`config.mk`:
```
export PLATFORM = sky130hd
export DESIGN_NAME = jkff_bank_ctrl
export DESIGN_NICKNAME = d
export VERILOG_FILES = /design/src/rtl/jkff_bank_ctrl.sv
export SDC_FILE = /design/constraint.sdc
export NUM_CORES = 1
export LEC_CHECK = 0
export ABC_AREA = 1
export CAP_MARGIN = 20
export CORE_ASPECT_RATIO = 1.5
export CORE_MARGIN = 4
export CORE_UTILIZATION = 25
export DETAILED_ROUTE_END_ITERATION = 7
export GPL_TIMING_DRIVEN = 1
export HOLD_SLACK_MARGIN = 0.12
export SLEW_MARGIN = 20
export SYNTH_ARGS = -nofsm -noshare
export SYNTH_HDL_FRONTEND = slang
export SYNTH_SLANG_ARGS = --single-unit
```
`constraint.sdc`:
```
create_clock -name clk -period 4.04 [get_ports clk]
set_input_delay 1.01 -clock clk [delete_from_list [all_inputs] [get_ports clk]]
set_output_delay 1.01 -clock clk [all_outputs]
set_load 0.02 [all_outputs]
```
`src/rtl/jkff_bank_ctrl.sv`:
```
// Two-requester command controller for a bank of JK flip-flops.
// Arbitrates round-robin and turns each command into combinational j/k patterns.
module jkff_bank_ctrl #(
    parameter int WIDTH = 4,
    parameter int CNT_W = 8
) (
    input  logic             clk,
    input  logic             rst,
    input  logic             req0_valid,
    output logic             req0_ready,
    input  logic [2:0]       req0_op,
    input  logic [WIDTH-1:0] req0_data,
    input  logic [CNT_W-1:0] req0_cnt,
    input  logic             req1_valid,
    output logic             req1_ready,
    input  logic [2:0]       req1_op,
    input  logic [WIDTH-1:0] req1_data,
    input  logic [CNT_W-1:0] req1_cnt,
    input  logic [WIDTH-1:0] q,
    output logic [WIDTH-1:0] j,
    output logic [WIDTH-1:0] k,
    output logic             busy,
    output logic             done,
    output logic             grant_id
);
    typedef enum logic [1:0] {IDLE, EXEC, RUN, DONE} state_t;

    localparam logic [2:0] OP_SET  = 3'd1;
    localparam logic [2:0] OP_CLR  = 3'd2;
    localparam logic [2:0] OP_TGL  = 3'd3;
    localparam logic [2:0] OP_LOAD = 3'd4;
    localparam logic [2:0] OP_CNT  = 3'd5;
    localparam logic [2:0] OP_DOWN = 3'd6;

    state_t           state_q, state_d;
    logic [2:0]       op_q, op_d;
    logic [WIDTH-1:0] data_q, data_d;
    logic [CNT_W-1:0] rem_q, rem_d;
    logic             gid_q, gid_d;
    logic             last_q, last_d;

    logic             gnt0, gnt1, accept;
    logic [2:0]       op_in;
    logic [WIDTH-1:0] data_in;
    logic [CNT_W-1:0] cnt_in;
    logic [WIDTH-1:0] up_t, dn_t;

    // When both are valid, the requester that did not win last time gets the grant.
    assign gnt0       = req0_valid && (!req1_valid || last_q);
    assign gnt1       = req1_valid && (!req0_valid || !last_q);
    assign req0_ready = (state_q == IDLE) && gnt0;
    assign req1_ready = (state_q == IDLE) && gnt1;
    assign accept     = req0_ready || req1_ready;

    assign op_in   = req1_ready ? req1_op   : req0_op;
    assign data_in = req1_ready ? req1_data : req0_data;
    assign cnt_in  = req1_ready ? req1_cnt  : req0_cnt;

    // Bit i toggles when every lower bit is 1 (up) or every lower bit is 0 (down).
    always_comb begin
        logic u, d;
        u = 1'b1;
        d = 1'b1;
        for (int i = 0; i < WIDTH; i++) begin
            up_t[i] = u;
            dn_t[i] = d;
            u = u & q[i];
            d = d & ~q[i];
        end
    end

    always_ff @(posedge clk) begin
        if (rst) begin
            state_q <= IDLE;
            op_q    <= '0;
            data_q  <= '0;
            rem_q   <= '0;
            gid_q   <= 1'b0;
            last_q  <= 1'b1;
        end else begin
            state_q <= state_d;
            op_q    <= op_d;
            data_q  <= data_d;
            rem_q   <= rem_d;
            gid_q   <= gid_d;
            last_q  <= last_d;
        end
    end

    always_comb begin
        state_d = state_q;
        op_d    = op_q;
        data_d  = data_q;
        rem_d   = rem_q;
        gid_d   = gid_q;
        last_d  = last_q;
        unique case (state_q)
            IDLE: begin
                if (accept) begin
                    op_d   = op_in;
                    data_d = data_in;
                    rem_d  = cnt_in;
                    gid_d  = req1_ready;
                    last_d = req1_ready;
                    if ((op_in == OP_CNT || op_in == OP_DOWN) && cnt_in != '0)
                        state_d = RUN;
                    else
                        state_d = EXEC;
                end
            end
            EXEC: state_d = DONE;
            RUN: begin
                rem_d = rem_q - CNT_W'(1);
                if (rem_q == CNT_W'(1))
                    state_d = DONE;
            end
            DONE: state_d = IDLE;
            default: state_d = IDLE;
        endcase
    end

    // A zero-count COUNT/DOWN falls through EXEC with j=k=0.
    always_comb begin
        j = '0;
        k = '0;
        case (state_q)
            EXEC: begin
                case (op_q)
                    OP_SET:  j = data_q;
                    OP_CLR:  k = data_q;
                    OP_TGL:  begin j = data_q; k = data_q;  end
                    OP_LOAD: begin j = data_q; k = ~data_q; end
                    default: ;
                endcase
            end
            RUN: begin
                if (op_q == OP_DOWN) begin
                    j = dn_t;
                    k = dn_t;
                end else begin
                    j = up_t;
                    k = up_t;
                end
            end
            default: ;
        endcase
    end

    assign busy     = (state_q != IDLE);
    assign done     = (state_q == DONE);
    assign grant_id = gid_q;

endmodule
```
==> impl_metrics.ini <==
[die]
num_rows = 35
io_pins = 51
fp.dieH_um = 107
core_um2 = 6220
die_w_um = 73.8
die_area_um2 = 7880
initial_core_util = 0.261

[logic_synthesis]
synth-seq-area-share = 0.234
yosys_warnings = 0
syn_avg_cell_area_um2 = 6.11
synth.ff_latch_count = 19
synthAdderAreaFrac = 0.0539
synth_top_cells_by_count = nand2_1 (86), inv_1 (39), dfxtp_1 (19)
syn_nets = 311
synth-simple-area-share = 0.374
synth_edf_count = 0
synth_compound_area_frac = 0.183
yosysMostFrequentCell = nand2_1
synthArstFlopShare = 0
yosysTopAreaCell = dfxtp_1
synth_xor_area_frac = 0.0108
yosys-top-cells-area = dfxtp_1 (23%), nand2_1 (20%), inv_1 (9.0%)
synth_cell_types = 35
syn_inst = 266
synth_ff_type = dfxtp_1
synth_top_area_share = 0.234
synth_top_family_by_area = simple AND/OR/NAND/NOR gates
synth_area_um2 = 1630
synthMuxAreaShare = 0

[sta]
worst_pin_slew_ns = 0.515
setup-tns-final_ns = 0
slew_viol_final = 0
finalCritPeriodShare = 0.930
setup_ws_ns = 0.284
whs_ns = 0.478
slew_headroom = 0.654
rsz0062_at_grt = no
fmax_mhz = 266
setup_viol = 0
hold_viol = 0
fin_crit_ns = 3.76
skew_ns = 0.00217

[worst_setup_path]
path_class = primary input to output pin
required_ns = 3.03
worstPathMaxFanout = 4
arrival_ns = 2.75
reg2reg_setup_slack_ns = 1.74
startpoint_type = primary input
worstSetupEndpointType = output pin

[grt]
grt_max_degree = 20
grt_overflow = 0
antenna_found_initial = 0
grt_pass1_vias = 1674
grt_pass1_wl_um = 7230
grt_use_total = 0.113

[cts]
cts_buffers = 3
hold_buffers = 0
ctsResizeCount = 0
htreeDepth = 1
tritoncts = built
max-clock-path-buffers = 2
clockRootBuffer = clkbuf_8
cts_sinks = 19
insertion_delay_ns = 0.26
post_cts_buffers = 0
clkSlewWorstSetupHoldPaths_ns = 0.08

[detailed_routing]
drtPass1Iterations = 4
ant_nets = 0
drc = 0
drt_iter0_markers = 50
drt-total-wl_um = 4290
num_vias = 1775
viasPerCell = 4.61
wl_per_cell_um = 11.1

[power_and_ir_drop]
p_per_area_nw_per_um2 = 553
p_leak_nw = 1.04
ir_drop_mv = 0.367

[layout]
area_growth_pct = 36.0
final_area_um2 = 2210
layout-drive-gt1-share = 0.0707
antennaDiodeCount = 0
fin_cells = 385
fin_nets = 357

[placement]
globalplace.congestion = 0.874
port_buffers = 49
dp_hpwl_um = 3470
post-place-ws_ns = 0.285
placed_cell_area_um2 = 2160
dp_cells = 381

[worst_hold_path]
worstHoldPathType = register to register

[run]
maxCapViolCount = 0

[outcome]
status = finished clean
==> registers in the layout, summed over array words and instances (netlist names) <==
register  count
op_q          3
grant_id      1
rem_q         8
data_q        4
last_q        1
state_q       2
==> power breakdown <==
group          leakage, nW  internal [mW]  switching (mW)  total [mW]
Combinational        0.857          0.288           0.466       0.754
Sequential           0.158          0.264          0.0624       0.327
Clock               0.0217         0.0697          0.0701       0.140
Total                 1.04          0.622           0.599        1.22
==> worst paths after layout <==
check	start	endpoint	cells past startpoint
max reg2reg	state_q[0]$_SDFFE_PP0P_	rem_q[1]$_SDFFE_PP0P_	7
min	grant_id$_SDFFE_PP0P_	grant_id$_SDFFE_PP0P_	2
max	q[0]	j[3]	6
min reg2reg	grant_id$_SDFFE_PP0P_	grant_id$_SDFFE_PP0P_	2
==> worst max-delay path, cell delays in order <==
cell	delay [ns]
clkdlybuf4s50_1	0.46
o21ai_0	0.18
nand3_1	0.12
nand3b_1	0.21
a21oi_1	0.14
clkdlybuf4s50_1	0.62
==> layout by cell type (no fill, tap or decap), types with 2 or more instances in the layout <==
| cell | synthesis | routed |
|---|---|---|
| nand2_1 | 86 | 86 |
| inv_1 | 39 | 39 |
| ha_1 | 7 | 7 |
| or2_2 | 2 | 2 |
| nand3_1 | 14 | 14 |
| a31oi_1 | 5 | 5 |
| o21ai_0 | 10 | 10 |
| clkdlybuf4s50_1 | 0 | 49 |
| buf_4 | 1 | 2 |
| inv_2 | 4 | 4 |
| a21oi_1 | 16 | 16 |
| nor2_1 | 15 | 15 |
| nand2_4 | 2 | 2 |
| o211ai_1 | 11 | 11 |
| dfxtp_1 | 19 | 19 |
| clkbuf_8 | 0 | 3 |
| nand3b_1 | 10 | 10 |
==> per-layer routing <==
layer  GRT usage  part of all wire
met1       0.136              0.44
met2       0.198              0.48
met3      0.0113             0.056
met4      0.0466             0.024
met5           0                 0
==> metrics by stage <==
stage,util,power [mW]
after detailed placement,0.347,1.09
after global routing,0.355,1.35
after global placement,0.347,1.08
final,0.355,1.22
after CTS,0.355,1.23
after floorplan,-,0.886
==> kinds of logic after synthesis <==
kind of cell,after synthesis
buffers and inverters,55
adders and majority gates,7
xor gates and xnor gates,2
DFF,19
and+or+nand+nor,135
AOI/OAI and AO/OA,48
==> cell type report <==
| class | instances | area (um^2) |
|---|---|---|
| Clock buffer | 3 | 41.3 |
| Clock inverter | 1 | 7.51 |
| Fill cell | 702 | 4010 |
| Inverter | 45 | 171 |
| Multi-Input combinational cell | 192 | 1010 |
| Sequential cell | 19 | 380 |
| Tap cell | 74 | 92.6 |
| Timing Repair Buffer | 51 | 505 |
Power figures use the tool's default switching activity.
